**config.mk**
```make
export PLATFORM = sky130hd
export DESIGN_NAME = prio_enc_serializer
export DESIGN_NICKNAME = d
export VERILOG_FILES = /design/src/rtl/prio_enc_serializer.sv
export SDC_FILE = /design/constraint.sdc
export NUM_CORES = 1
export LEC_CHECK = 0
export BUFFER_PORTS_ARGS = -buffer_cell sky130_fd_sc_hd__buf_2
export CORE_AREA = 2 2 39 41
export CTS_BUF_LIST = sky130_fd_sc_hd__clkbuf_4 sky130_fd_sc_hd__clkbuf_8
export CTS_CLUSTER_DIAMETER = 80
export DETAILED_ROUTE_END_ITERATION = 8
export DIE_AREA = 0 0 41 43
export GPL_TIMING_DRIVEN = 0
export PLACE_DENSITY_LB_ADDON = 0.3
export SLEW_MARGIN = 20
export SYNTH_ARGS = -nofsm -noshare
export SYNTH_HDL_FRONTEND = slang
export SYNTH_SLANG_ARGS = --single-unit
```
**constraint.sdc**
```tcl
create_clock -name clk -period 1.2 [get_ports clk]
set_input_delay 0.18 -clock clk [delete_from_list [all_inputs] [get_ports clk]]
set_output_delay 0.18 -clock clk [all_outputs]
set_load 0.03 [all_outputs]
```
**src/rtl/prio_enc_serializer.sv**
```systemverilog
// Registered priority encoder: streams set-bit indices of a request vector.
// Optional out_last port enabled by defining PRIO_ENC_LAST_EN.
module prio_enc_serializer #(
  parameter int WIDTH     = 4,
  parameter int IDXW      = 2,
  parameter bit MSB_FIRST = 1'b1
) (
  input  logic             clk,
  input  logic             rst_n,
  input  logic             in_valid,
  output logic             in_ready,
  input  logic [WIDTH-1:0] req,
  output logic             out_valid,
  input  logic             out_ready,
  output logic [IDXW-1:0]  out_idx,
`ifdef PRIO_ENC_LAST_EN
  output logic             out_last,
`endif
  output logic             out_none
);

  if (WIDTH < 2 || WIDTH > 32 || (2**IDXW) < WIDTH) begin : g_bad_cfg
    $error("prio_enc_serializer: illegal WIDTH/IDXW");
  end

  typedef enum logic {
    S_IDLE,
    S_DRAIN
  } state_t;

  state_t           r_state;
  logic [WIDTH-1:0] r_mask;
  logic [IDXW-1:0]  r_idx;
  logic             r_none;
  logic [WIDTH-1:0] w_clr;
  logic             w_empty;
  logic             w_acc;
  logic             w_beat;

  // Index of the highest or lowest set bit, depending on priority order.
  function automatic logic [IDXW-1:0] pick(input logic [WIDTH-1:0] m);
    logic [IDXW-1:0] r;
    r = '0;
    for (int i = 0; i < WIDTH; i++) begin
      if (MSB_FIRST) begin
        if (m[i]) r = IDXW'(i);
      end else begin
        if (m[WIDTH-1-i]) r = IDXW'(WIDTH-1-i);
      end
    end
    return r;
  endfunction

  // True when at most one bit of m is set.
  function automatic logic single(input logic [WIDTH-1:0] m);
    return (m & (m - WIDTH'(1))) == '0;
  endfunction

  // Mask after retiring the bit currently being reported.
  always_comb begin
    w_clr   = r_mask & ~(WIDTH'(1) << r_idx);
    w_empty = r_none || (w_clr == '0);
    w_acc   = (r_state == S_IDLE) && in_valid;
    w_beat  = (r_state == S_DRAIN) && out_ready;
  end

  assign in_ready  = (r_state == S_IDLE);
  assign out_valid = (r_state == S_DRAIN);
  assign out_idx   = r_idx;
  assign out_none  = r_none;

  // Accept a vector in IDLE, retire one bit per handshake in DRAIN.
  always_ff @(posedge clk or negedge rst_n) begin
    if (!rst_n) begin
      r_state <= S_IDLE;
      r_mask  <= '0;
      r_idx   <= '0;
      r_none  <= 1'b0;
    end else begin
      unique case (1'b1)
        w_acc: begin
          r_state <= S_DRAIN;
          r_mask  <= req;
          r_idx   <= pick(req);
          r_none  <= (req == '0);
        end
        w_beat: begin
          if (w_empty) begin
            r_state <= S_IDLE;
            r_mask  <= '0;
            r_idx   <= '0;
            r_none  <= 1'b0;
          end else begin
            r_mask <= w_clr;
            r_idx  <= pick(w_clr);
          end
        end
        default: ;
      endcase
    end
  end

`ifdef PRIO_ENC_LAST_EN
  logic r_last;
  assign out_last = r_last;

  // Flag the final beat of each vector, including the all-zero beat.
  always_ff @(posedge clk or negedge rst_n) begin
    if (!rst_n) begin
      r_last <= 1'b0;
    end else if (w_acc) begin
      r_last <= single(req);
    end else if (w_beat) begin
      r_last <= w_empty ? 1'b0 : single(w_clr);
    end
  end
`endif

endmodule

```
==> summary.md <==
| Metric | Value |
|---|---|
| Num ports | `13` |
| Core Area | `0.001384 sq mm` |
| Yosys warns | `0` |
| GRT overflow | `0` |
| Sequential-to-total area share from yosys stat | `41.34%` |
| Share of the synthesized area in the top cell type | `41.34%` |
| 1st-pass router iterations | `4` |
| DP Cell Count | `79` |
| Synth cell count leaders | `dfrtp_1 (8), nand2_1 (6), nor2_1 (6)` |
| CP startpoint | `out_valid` |
| Root buf cell | `clkbuf_4` |
| Initial core utilization | `34.99%` |
| GR Layer Usage met2 | `20.94%` |
| CP max FO | `7` |
| Post-synth top area cell | `dfrtp_1` |
| Startpoint of the worst hold path | `req[0]` |
| # fillers | `150` |
| Max Slew Vio Count | `0` |
| Via count | `449` |
| Row count | `14` |
| GR Util met3 | `3.141%` |
| Pin count of the biggest net entering global routing | `9` |
| DRC viols | `0` |
| Die width | `41 microns` |
| Fin area | `615.6 sq um` |
| Tmin final | `1.120 ns` |
| Crit path required time | `1.02 ns` |
| Layout cell share with drive strength beyond 1 | `38.24%` |
| CTS buffer count | `3` |
| Cell Count, Final, Fillers Out | `84` |
| Most common cell in the synthesized netlist | `dfrtp_1` |
| Hold EP | `r_mask[0]` |
| Synthesized area | `484.2 sq um` |
| PD cells | `2354 mW/mm^2` |
| GRT Total Usage | `14.42%` |
| Data arrival, critical path | `0.94 ns` |
| Worst R2R Setup Slack | `0.10 ns` |
| Outcome | `complete, no violations` |
| RR Startpoint | `out_none` |
| Hold Fails Final Rpt | `0` |
| Mapped Nets | `59` |
| Die area | `0.001763 sq mm` |
| Post-CTS setup buffers | `0` |
| Grt peak-use layer | `met2` |
| Final Cycle Share | `93.31%` |
| Hold Crit Class | `input pin to register` |
| Final layout net count | `77` |
| WS Path Type | `register to output pin` |
| Clk sinks | `8` |
| R2r worst-path depth | `3` |
| Hold WS | `0.1766 ns` |
| Clock Tree Buf Depth | `2` |
| Synth cell types | `27` |
| Hold depth | `2` |
| Rel. slew slack | `77.00%` |
| CP endpoint kind | `output pin` |
| Area post-placement | `565.5 sq um` |
| Clock latency on the worst-skew pair | `0.25 ns` |
| CTS tree | `built` |
| Wirelength per Cell | `12.77 microns` |
| CP startpoint kind | `register` |
| Final setup viols | `0` |
| H-tree depth | `1` |
| Drt total wl | `1073 microns` |
| First-pass GRT wire length | `1711 microns` |
| Fmax achieved | `893.1 MHz` |
| Clk_skew | `0.001030 ns` |
| Synth area leaders | `dfrtp_1 (41%), nand2_1 (4.7%), nor2_1 (4.7%), a32o_1 (4.1%), mux2i_1 (4.1%)` |
| Layout area overhead | `27.13%` |
| Async SR Flop Fraction | `100.0%` |
| Pwr Total | `0.001449 W` |
| Gp weighted congestion | `0.7794` |
| EDFF count, synth | `0` |
| Placed wire-length estimate | `833.5 microns` |
| Syn Inst Count | `51` |
| Ys flop type | `dfrtp_1` |
| Worst VDD drop | `1331 uV` |
| Via-to-Cell Ratio | `5.345` |
| Slew @ Worst Pin | `0.3383 ns` |
| Number of synthesized register bits | `8` |
| Max Cap Viol | `0` |
| Met1 capacity usage during global routing | `20.00%` |
| RSZ-0062 raised after global routing | `no` |
| Initial antenna violation count | `0` |
| Clock slew at reported path FFs | `0.06 ns` |
| P_leak | `0.2941 nW` |
| Iter 0 DRT Violations | `17` |
| Port bufs | `12` |
| Die Ht | `43 microns` |
| Vias in the first global route | `420` |
| RR Endpoint | `out_idx[1]` |
| Synth Area per Inst | `9.494 sq um` |
| DRT antenna net count | `0` |
| N_diodes | `0` |
==> how the worst max path moves through the flow <==
stage / slack, ns / to / cells past startpoint
after floorplan: -0.003 / out_valid / 3
after global placement: 0.06 / out_idx[0] / 3
after detailed placement: 0.04 / out_idx[0] / 3
after CTS: 0.01 / out_idx[0] / 3
after global routing: 0.01 / in_ready / 2
final: 0.08 / in_ready / 2
==> layout make-up <==
cell class	instances	area, sq um	share of cell area (%)
Tap cell	16	20.02	3.252
Buffer	1	11.26	1.829
Multi-Input combinational cell	38	265.3	43.09
Clock buffer	4	30.03	4.878
Inverter	4	15.01	2.439
Timing Repair Buffer	13	70.07	11.38
Sequential cell	8	203.9	33.13
==> through the flow <==
step | utilization [%] | setup TNS, ns | worst slack [ns]
2_1_floorplan | - | -0.003263 | -0.003263
3_3_place_gp | 40.87 | 0 | 0.05944
4_1_cts | 43.76 | 0 | 0.01322
3_5_place_dp | 40.87 | 0 | 0.03751
6_report | 44.48 | 0 | 0.08029
5_1_grt | 44.48 | 0 | 0.01162
==> power by group <==
part	total (W)	internal, W	switching [W]
logic	0.000695	0.000319	0.000376
clock network	0.000247	0.000150	0.0000964
registers	0.000507	0.000376	0.000131
==> layout by cell type, fill, tap and decap left out, types with 2 or more instances in the layout <==
cell type / n
o2111ai_1: 2
a32o_1: 2
buf_2: 12
inv_1: 4
clkbuf_4: 4
nor2_1: 6
dfrtp_1: 5
nand2_1: 6
dfrtp_2: 3
==> state kept, by name, summed over array words and instances, names as in the netlist <==
register   cells
out_idx        2
out_none       1
out_valid      1
r_mask         4
==> cell families after synthesis <==
| kind of cell | count (synthesis) | share of synthesized area, % |
|---|---|---|
| compound gates | 14 | 25.07 |
| buf+inv | 5 | 5.425 |
| flops | 8 | 41.34 |
| mux | 2 | 4.135 |
| simple gates | 22 | 24.03 |
==> critical path, stage by stage (launching register included) <==
cell	delay (ns)
dfrtp_2	0.45
inv_1	0.06
buf_2	0.18
==> layer usage <==
layer  wire length [microns]  up-vias
met1                     518      210
met3                      72        0
met2                     482       19
li1                        -      220
met5                       0        -
met4                       0        0
==> timing repair <==
item | 4_1_cts | 5_1_grt
endpoints found under the setup margin | 0 | 3
hold endpoints to repair | 8 | 0
hold buffers | 1 | 0
gates resized for setup | 0 | 5
No activity file was read; power rests on OpenSTA's default activity.
